`config.mk`:
```
export PLATFORM = sky130hd
export DESIGN_NAME = fetch_unit
export DESIGN_NICKNAME = d
export VERILOG_FILES = /design/src/rtl/fetch_pkg.sv /design/src/rtl/fetch_wait_counter.sv /design/src/rtl/fetch_unit.sv
export SDC_FILE = /design/constraint.sdc
export NUM_CORES = 1
export LEC_CHECK = 0
export ABC_AREA = 1
export CAP_MARGIN = 25
export CORE_ASPECT_RATIO = 1.25
export CORE_UTILIZATION = 41
export CTS_CLUSTER_DIAMETER = 40
export CTS_CLUSTER_SIZE = 14
export DETAILED_ROUTE_END_ITERATION = 8
export PLACE_DENSITY = 0.78
export SYNTH_ARGS = -nofsm -noshare
export SYNTH_HDL_FRONTEND = slang
export SYNTH_SLANG_ARGS = --single-unit
```
`constraint.sdc`:
```
create_clock -name clock -period 9.94 [get_ports clock]
set_clock_uncertainty 0.1 [all_clocks]
set_input_delay 2.982 -clock clock [delete_from_list [all_inputs] [get_ports clock]]
set_output_delay 2.982 -clock clock [all_outputs]
set_load 0.02 [all_outputs]
```
`src/rtl/fetch_pkg.sv`:
```
// Shared types and constants for the instruction fetch stage.
package fetch_pkg;

  typedef enum logic [1:0] {
    S_IDLE = 2'd0,
    S_REQ  = 2'd1,
    S_HOLD = 2'd2
  } fetch_state_t;

  localparam int unsigned INSTR_BYTES = 4;

  function automatic logic [31:0] align_word(input logic [31:0] addr);
    return {addr[31:2], 2'b00};
  endfunction

endpackage

```
`src/rtl/fetch_wait_counter.sv`:
```
// 16-bit saturating wait counter; hit_o flags the cycle whose increment reaches LIMIT.
module fetch_wait_counter #(
  parameter int unsigned LIMIT = 64
) (
  input  logic clock,
  input  logic reset,
  input  logic clear_i,
  input  logic inc_i,
  output logic hit_o
);

  localparam logic [15:0] LAST = 16'(LIMIT - 1);

  logic [15:0] count_q, count_d;

  always_comb begin
    count_d = count_q;
    if (clear_i) begin
      count_d = 16'd0;
    end else if (inc_i && (count_q != 16'hFFFF)) begin
      count_d = count_q + 16'd1;
    end else begin
      count_d = count_q;
    end
  end

  assign hit_o = inc_i & ~clear_i & (count_q >= LAST);

  always_ff @(posedge clock or posedge reset) begin
    if (reset) begin
      count_q <= 16'd0;
    end else begin
      count_q <= count_d;
    end
  end

endmodule

```
`src/rtl/fetch_unit.sv`:
```
// Instruction fetch stage: drives the external PC register, fetches over req/ack,
// buffers one instruction for a valid/ready consumer, and discards stale responses.
module fetch_unit
  import fetch_pkg::*;
#(
  parameter logic [31:0] RESET_PC       = 32'h0000_0000,
  parameter int unsigned TIMEOUT_CYCLES = 64
) (
  input  logic        clock,
  input  logic        reset,
  input  logic [31:0] pc_q,
  output logic [31:0] pc_d,
  output logic        imem_req,
  output logic [31:0] imem_addr,
  input  logic        imem_ack,
  input  logic [31:0] imem_rdata,
  output logic        inst_valid,
  input  logic        inst_ready,
  output logic [31:0] inst_data,
  output logic [31:0] inst_pc,
  input  logic        redirect_valid,
  input  logic [31:0] redirect_pc,
  output logic        err_timeout
);

  fetch_state_t state_q, state_d;
  logic [31:0]  imem_addr_q, inst_data_q, inst_pc_q;
  logic         inst_valid_q, stale_q, err_timeout_q;
  logic         in_req_s, wait_hit_s;

  assign in_req_s = (state_q == S_REQ);

  fetch_wait_counter #(.LIMIT(TIMEOUT_CYCLES)) u_wait (
    .clock   (clock),
    .reset   (reset),
    .clear_i (~in_req_s | imem_ack),
    .inc_i   (in_req_s & ~imem_ack),
    .hit_o   (wait_hit_s)
  );

  always_comb begin
    state_d  = state_q;
    imem_req = 1'b0;
    case (state_q)
      S_IDLE: begin
        // A redirect spends one idle cycle so the target is in pc_q before it is fetched.
        if (redirect_valid) state_d = S_IDLE;
        else                state_d = S_REQ;
      end
      S_REQ: begin
        imem_req = 1'b1;
        if (imem_ack) state_d = (stale_q || redirect_valid) ? S_IDLE : S_HOLD;
        else          state_d = S_REQ;
      end
      S_HOLD: begin
        if (redirect_valid || inst_ready) state_d = S_IDLE;
        else                              state_d = S_HOLD;
      end
      default: state_d = S_IDLE;
    endcase

    if (reset) begin
      pc_d = RESET_PC;
    end else if (redirect_valid) begin
      pc_d = align_word(redirect_pc);
    end else if (in_req_s && imem_ack && !stale_q) begin
      pc_d = imem_addr_q + 32'(INSTR_BYTES);
    end else begin
      pc_d = pc_q;
    end
  end

  always_ff @(posedge clock or posedge reset) begin
    if (reset) begin
      state_q       <= S_IDLE;
      imem_addr_q   <= RESET_PC;
      inst_valid_q  <= 1'b0;
      inst_data_q   <= 32'd0;
      inst_pc_q     <= 32'd0;
      stale_q       <= 1'b0;
      err_timeout_q <= 1'b0;
    end else begin
      state_q <= state_d;
      case (state_q)
        S_IDLE: begin
          if (!redirect_valid) imem_addr_q <= pc_q;
        end
        S_REQ: begin
          if (imem_ack) begin
            stale_q <= 1'b0;
            if (!stale_q && !redirect_valid) begin
              inst_data_q  <= imem_rdata;
              inst_pc_q    <= imem_addr_q;
              inst_valid_q <= 1'b1;
            end
          end else if (redirect_valid) begin
            stale_q <= 1'b1;
          end
        end
        S_HOLD: begin
          if (redirect_valid || inst_ready) inst_valid_q <= 1'b0;
        end
        default: ;
      endcase
      if (wait_hit_s) err_timeout_q <= 1'b1;
    end
  end

  assign imem_addr   = imem_addr_q;
  assign inst_valid  = inst_valid_q;
  assign inst_data   = inst_data_q;
  assign inst_pc     = inst_pc_q;
  assign err_timeout = err_timeout_q;

endmodule

```
; Word level (Yosys, flattened, before mapping)
; Cells that the tools add are included.
; W data, S select, Z words.
[totals]
out_inout_bits = 131
wordCells = 58
ff_bits = 117
input_bits = 101
[classes]
n_lt_le_gt_ge = 1
bitwise = 8
eq_ne = 6
mux = 17
n_reduce_logical = 16
n_addsub = 2
[ops]
columns = operator, n
row1 = $mux W32, 3
row2 = $add A32 B3 Y32 const B, 1
row3 = $mux W16, 2
row4 = $add A16 B1 Y16 const B, 1
row5 = $ge A16 B6 Y1 const B, 1
row6 = $ne A16 B16 Y1 const B, 1
row7 = $mux W1, 7
row8 = $mux W2, 3
row9 = $pmux W2 S3, 1
row10 = $reduce_bool A2 Y1, 3
row11 = $logic_and A1 B1 Y1, 4
row12 = $ne A2 B2 Y1 const B, 2
row13 = $not A1 Y1, 4
row14 = $reduce_and A2 Y1, 2
row15 = $reduce_and A4 Y1, 1
row16 = $and A1 B1 Y1, 3
row17 = $reduce_and A3 Y1, 1
row18 = $eq A2 B1 Y1 const B, 1
row19 = $eq A2 B2 Y1 const B, 1
row20 = $logic_not A1 Y1, 2
row21 = $logic_not A2 Y1, 1
row22 = $logic_or A1 B1 Y1, 2
row23 = $ne A2 B1 Y1 const B, 1
row24 = $pmux W1 S2, 1
row25 = $or A1 B1 Y1, 1

; Longest topological paths before layout
; Gate-level depths: netlist of run 1.
[logic_depth]
depth_word = 6
mapped_depth = 10

; By module
; Synthesis of run 1 repeated with hierarchy kept, for this count alone.
[unflattened]
hier_cells = 893
hier_area_um2 = 6402.4
[by_module_without_submodules]
columns = mod, instances, cells_per_inst, area_per_inst_um2
row1 = fetch_unit, 1, 734, 5338.9
row2 = fetch_wait_counter, 1, 159, 1063.5

; Worst setup path before layout of run 1
; OpenSTA, ideal clock, no wires.
[synth_path]
path_kind = input to output
from = input reset
to = output pc_d[21]
required_ns = 6.858
slack_ns = -0.740
path_buffers = 1
path_stages = 4
arrival_ns = 7.598
path_cell_list = inv_1 > clkbuf_1 > o21ai_0 > a21oi_1
[synth_via]
elab_chain_len = 1
[synth_rtl]
columns = item, line_no
row1 = start: declaration, fetch_unit.sv:10  ; input logic reset,
row2 = $mux W32, fetch_unit.sv:62  ; if (reset) begin
row3 = end: declaration, fetch_unit.sv:12  ; output logic [31:0] pc_d,
; No other way between the ends.

; Worst setup path after layout of run 1
[layout_path]
from = input imem_ack
to = output pc_d[22]
[layout_via]
elab_chain_len = 5
[layout_rtl]
columns = item, line_no
row1 = start: declaration, fetch_unit.sv:15  ; input logic imem_ack,
row2 = $logic_and A1 B1 Y1 (2 in series), fetch_unit.sv:66  ; end else if (in_req_s && imem_ack && !stale_q) begin
row3 = $mux W32, fetch_unit.sv:66
row4 = $mux W32, fetch_unit.sv:64  ; end else if (redirect_valid) begin
row5 = $mux W32, fetch_unit.sv:62
; No other way between the ends.

==> flow_summary_export.csv, run 1 <==
group,metric,value,unit
sta,min_period,8.61,ns
power,switching_share,39.8,%
synthesis,yosys_warnings,0,
cts,worstSkewPairLatency,0.41,ns
placed_design,dp_hpwl,14.7,mm
final_layout,multi_input_area,2880,µm²
synthesis,yosysSeqAreaShare,47.2,%
power,switching_power,0.00105,W
floorplan,dieHeight,140,µm
synthesis,syn-num-nets,934,
grt,grtUsageTotal,26.5,%
grt,grt_max_degree,68,
route,routedWlPerCell,16.5,µm
synthesis,synth_most_common_cell,"nand2_1",
worst_setup_path,cp-start-kind,"input pin",
flow_run,maxCapViolCount,0,
route,drt_iter0_markers,284,
grt,grt.overflow.total,0,
cts,cts_tree,"yes",
route,viasPerCell,5.16,
floorplan,initial_core_util,42.5,%
route,vias,6434,
synthesis,synth.area.top_cells,"dfrtp_1 (47%), nand2_1 (16%), nor2_1 (6.8%)",
synthesis,yosysUniqueCellTypes,40,
synthesis,synth.cell_area,6210,µm²
power,p_clk_share,24.9,%
power,vdd_ir_drop_max,0.000131,V
floorplan,dieArea,15600,µm²
status,violations,"DRC",
cts,cts_root_buf,"clkbuf_16",
route,drc,14,
synthesis,synthArstFlopShare,100,%
final_layout,diodes,0,
synthesis,syn-instance-count,831,
synthesis,synth_top_cell_area_share,47.2,%
worst_setup_path,arrival,5.52,ns
placed_design,io_buffers,229,
synthesis,synth_edf_count,0,
power,power_frac_comb,44.2,%
cts,post_cts_buffers,0,
sta,rsz0062_at_grt,"no",
status,status,"finished, violations left",
cts,cts_max_path_buffers,2,
route,ant_nets,0,
sta,hold_viol_final,0,
final_layout,seq_area,2930,µm²
worst_setup_path,cp_max_fo,24,
synthesis,ys.flop_type,"dfrtp_1",
floorplan,rows,49,
sta,drv_slew,0,
grt,grt_pass1_vias,6361,
cts,cts.sinks,117,
placed_design,gp_congestion,0.945,
worst_setup_path,cp-end-kind,"output port",
synthesis,synth_common_cells,"nand2_1 (260), dfrtp_1 (117), nor2_1 (113)",
floorplan,core_area,14600,µm²
cts,cts_made_buffers,17,
power,power.internal,0.00158,W
power,p_leak,4.23,nW
floorplan,die-width,112,µm
final_layout,layout.cells.non_filler,1247,
sta,fmax,116,MHz
final_layout,fillCellCount,1290,
cts,cts-htree-levels,4,
power,p_total,0.00263,W
worst_setup_path,required,6.86,ns
worst_setup_path,path_class,"in -> out",
synthesis,avgSynthCellArea,7.47,µm²
sta,fin_crit_sh,86.6,%
final_layout,syn_to_final_growth,49.2,%
sta,fin_tns_setup,0,ns
final_layout,fin_nets,1159,
route,drt-pass1-iter-count,7,
cts,clkTransAtPathRegs,0.06,ns
sta,finalSetupViolCount,0,
synthesis,synth_largest_area_cell,"dfrtp_1",
sta,slew_headroom,39.1,%
route,drt_wl_total,20.5,mm
floorplan,ios,232,
cts,cts_resized,0,
power,powerDensity,284,nW/µm²
power,power_frac_seq,30.9,%
synthesis,ys_ff_latch,117,
sta,tightest_slew,0.910,ns
placed_design,dp_cells,1215,
final_layout,final_layout_size_suffix_gt1_share,6.74,%
grt,antenna_found_initial,0,
grt,grt_pass1_wl,32.2,mm
cts,holdBufCountCts,0,
hold_path,hold_class,"reg -> reg",
==> layout make-up <==
| type | count | area share (%) |
|---|---|---|
| clock buffer | 17 | 4.60 |
| inverter | 58 | 2.41 |
| tap | 178 | 2.41 |
| multi-input combinational | 623 | 31.1 |
| clock inverter | 15 | 2.19 |
| timing repair buffer | 239 | 25.7 |
| sequential | 117 | 31.6 |
==> power groups by stage <==
stage	clock network (W)	registers, W	logic [W]
2_1_floorplan	0	0.00101	0.000388
3_3_place_gp	0	0.000810	0.00115
3_5_place_dp	0	0.000816	0.00116
4_1_cts	0.000660	0.000811	0.00117
5_1_grt	0.000683	0.000835	0.00125
6_report	0.000654	0.000812	0.00116
==> routing by layer <==
layer / global-route usage (%) / vias up / routed length [µm]
li1: - / 3150 / -
met1: 29.5 / 2979 / 8040
met2: 46.1 / 250 / 10200
met3: 7.32 / 55 / 1490
met4: 13.8 / 0 / 854
met5: 0 / - / 0
==> cells by family (layout without fill, tap and decap cells) <==
logic type,count (synthesis),in the layout,synth area share [%]
compound gates,158,158,13.7
xor+xnor,7,7,0.988
fa+ha+maj,2,2,0.403
buf+inv,91,329,6.55
flops,117,117,47.2
mux,3,3,0.544
simple gates,453,453,30.6
==> flip-flops by register name, indices dropped and copies added (netlist names) <==
signal          cells
state_q             2
stale_q             1
inst_data          32
imem_addr          32
err_timeout         1
inst_valid          1
u_wait.count_q     16
inst_pc            32
==> critical path: stages <==
cell,delay (ns)
clkdlybuf4s50_1,0.47
nand3_2,0.11
buf_4,0.32
nor2_4,0.05
inv_2,0.31
buf_4,0.32
nor2_1,0.07
nand3_1,0.09
nand2_1,0.05
nor2_1,0.10
clkdlybuf4s50_1,0.65
==> per-stage QoR <==
step	hold WS, ns	setup WS, ns	cell area [µm²]	util [%]
3_5_place_dp	0.357	1.34	8630	59.1
2_1_floorplan	0.385	1.34	6210	-
4_1_cts	0.372	1.31	9260	63.4
3_3_place_gp	0.353	1.39	8630	59.1
5_1_grt	0.387	1.12	9260	63.4
6_report	0.368	1.33	9260	63.4
==> final timing paths <==
path                                          start  depth (start not counted)                        endpoint  slack (ns)
max                                        imem_ack                         11                        pc_d[22]        1.33
min                        inst_data[8]$_DFFE_PP0P_                          2        inst_data[8]$_DFFE_PP0P_        0.37
max reg2reg                    state_q[1]$_DFF_PP0_                          5  u_wait.count_q[10]$_DFFE_PP0P_        7.77
min reg2reg                inst_data[8]$_DFFE_PP0P_                          2        inst_data[8]$_DFFE_PP0P_        0.37
max in group asynchronous                     reset                          3       inst_data[24]$_DFFE_PP0P_        5.66
min in group asynchronous                     reset                          2       imem_addr[31]$_DFFE_PP0P_        3.23
==> layout by cell type (no fill, tap or decap), types with 2 or more instances in the layout <==
cell and count:
clkinv_2 3, a31oi_1 4, clkinvlp_4 2, ha_1 2, a31o_2 3, nor2_1 113
a211oi_1 3, bufinv_16 4, o21bai_1 3, a311oi_1 2, xor2_1 7, nor2_4 7
o21ai_1 2, inv_6 3, dfrtp_1 117, nand2_1 260, nand2_4 2, clkbuf_16 17
o21ai_2 3, clkdlybuf4s50_1 229, nand3_1 43, nand3_2 3, inv_1 54, clkinv_4 4
a21oi_1 67, o21ai_0 67, nor3_1 7, mux2_2 3, nand4_1 8, nor2_2 3
inv_2 2, buf_4 9, nor4_1 2
Power figures use the tool's default switching activity.
==> inputs of run 2 (changes only) <==
CORE_MARGIN = 2   (was not set)
==> flow_summary_export.csv, run 2 (same netlist as run 1, synthesis figures left out) <==
group,metric,value,unit
cts,holdBufCountCts,0,
route,viasPerCell,5.14,
final_layout,fillCellCount,1313,
floorplan,dieHeight,142,µm
hold_path,min-delay-start,"inst_data[6]$_DFFE_PP0P_",
cts,worstSkewPairLatency,0.42,ns
power,powerDensity,282,nW/µm²
sta,fin_tns_setup,0,ns
sta,rsz0062_at_grt,"no",
power,p_leak,4.21,nW
power,power_frac_seq,31.1,%
grt,grt_pass1_wl,32.8,mm
floorplan,ios,232,
grt,antenna_found_initial,0,
sta,drv_slew,0,
worst_setup_path,critPathLaunch,"redirect_valid",
worst_setup_path,worst-r2r-setup-slack,7.29,ns
placed_design,gp_congestion,0.965,
floorplan,rows,50,
power,power_frac_comb,44.5,%
flow_run,maxCapViolCount,0,
placed_design,io_buffers,229,
floorplan,initial_core_util,41.7,%
grt,grtUsageTotal,26.0,%
worst_setup_path,cp_max_fo,31,
floorplan,die-width,114,µm
route,drt_iter0_markers,422,
cts,clkTransAtPathRegs,0.06,ns
route,routedWlPerCell,16.6,µm
final_layout,mostFrequentLayoutCell,"nand2_1",
floorplan,dieArea,16100,µm²
route,met1_length,8.42,mm
route,drc,0,
floorplan,core_area,14900,µm²
power,power.internal,0.00155,W
sta,fmax,112,MHz
final_layout,final_layout_size_suffix_gt1_share,6.74,%
power,p_total,0.00260,W
worst_setup_path,path_class,"in -> out",
sta,min_period,8.93,ns
final_layout,diodes,0,
cts,cts.sinks,117,
grt,grt_max_degree,73,
final_layout,syn_to_final_growth,48.9,%
status,status,"finished, final reports clean",
route,met3_length,1.23,mm
worst_setup_path,required,6.86,ns
sta,finalSetupViolCount,0,
cts,cts_root_buf,"clkbuf_16",
cts,cts_max_path_buffers,2,
cts,cts-htree-levels,4,
worst_setup_path,rr_worst_depth,8,
sta,fin_crit_sh,89.9,%
cts,post_cts_buffers,0,
cts,cts_resized,0,
sta,hold_viol_final,0,
grt,grt.overflow.total,0,
placed_design,dp_hpwl,15.0,mm
final_layout,fin_nets,1159,
power,p_clk_share,24.4,%
route,drt_wl_total,20.8,mm
route,drt-pass1-iter-count,5,
worst_setup_path,endpoint,"pc_d[3]",
route,met2RoutedLength,10.4,mm
worst_setup_path,cp-start-kind,"input pin",
cts,cts_tree,"yes",
power,switching_share,40.3,%
power,switching_power,0.00105,W
worst_setup_path,r2r_start,"state_q[0]$_DFF_PP0_",
power,vdd_ir_drop_max,0.000107,V
worst_setup_path,cp-end-kind,"output port",
final_layout,layout_common_cells,"nand2_1 (260), clkdlybuf4s50_1 (229), dfrtp_1 (117), nor2_1 (113)",
route,vias,6435,
hold_path,hold_class,"reg -> reg",
sta,slew_headroom,36.4,%
route,ant_nets,0,
sta,tightest_slew,0.951,ns
grt,grt_pass1_vias,6371,
cts,cts_made_buffers,17,
route,top_layer,"met4",
worst_setup_path,rr_endpoint,"inst_pc[16]$_DFFE_PP0P_",
worst_setup_path,arrival,5.85,ns
==> run 2: cell count changes in the layout (fill, tap and decap cells not counted), sizes merged <==
cell and change:
clkinvlp +1, bufinv -1
==> run 2: how the worst min path moves through the flow <==
stage	endpoint	slack (ns)	cells after the start
3_5_place_dp	inst_data[4]$_DFFE_PP0P_	0.36	2
6_report	inst_data[6]$_DFFE_PP0P_	0.37	2
2_1_floorplan	u_wait.count_q[0]$_DFFE_PP0P_	0.39	1
4_1_cts	inst_data[26]$_DFFE_PP0P_	0.37	2
5_1_grt	inst_data[27]$_DFFE_PP0P_	0.39	2
3_3_place_gp	inst_data[30]$_DFFE_PP0P_	0.35	2
==> run 2: worst max-delay path, cell delays in order <==
cell and delay, ns:
clkdlybuf4s50_1 0.94, inv_1 0.08, buf_4 0.28, nand2_1 0.48, nor2_1 0.08, nor3_1 0.33
clkdlybuf4s50_1 0.68
==> run 2: cell type report <==
type | instances | area (µm²) | share of cell area (%)
multi-input cells | 623 | 2880 | 31.1
repair buffers | 239 | 2380 | 25.8
clock buffers | 17 | 425 | 4.60
well taps | 182 | 228 | 2.46
flip-flops and latches | 117 | 2930 | 31.7
inverters | 58 | 223 | 2.41
clock inverters | 15 | 180 | 1.95
==> run 2: power groups by stage <==
stage / Combinational (W) / Clock [W] / Sequential [W]
6_report: 0.00116 / 0.000634 / 0.000811
5_1_grt: 0.00125 / 0.000665 / 0.000836
4_1_cts: 0.00117 / 0.000641 / 0.000810
3_5_place_dp: 0.00116 / 0 / 0.000813
3_3_place_gp: 0.00114 / 0 / 0.000810
2_1_floorplan: 0.000388 / 0 / 0.00101
==> run 2: routing by layer <==
layer / global-route usage [%] / up-vias
li1: - / 3159
met1: 30.5 / 3026
met2: 44.7 / 207
met3: 7.39 / 43
met4: 10.6 / 0
met5: 0 / -
==> run 2: stage by stage <==
step	hold WS [ns]	worst slack, ns	cell area [µm²]	cells	utilization, %
floorplan	0.385	1.34	6210	831	-
global placement	0.353	1.05	8630	1219	58.0
global route	0.387	0.847	9240	1251	62.1
CTS	0.372	0.995	9240	1251	62.1
detailed placement	0.357	1.00	8630	1219	58.0
finish	0.367	1.01	9240	1251	62.1
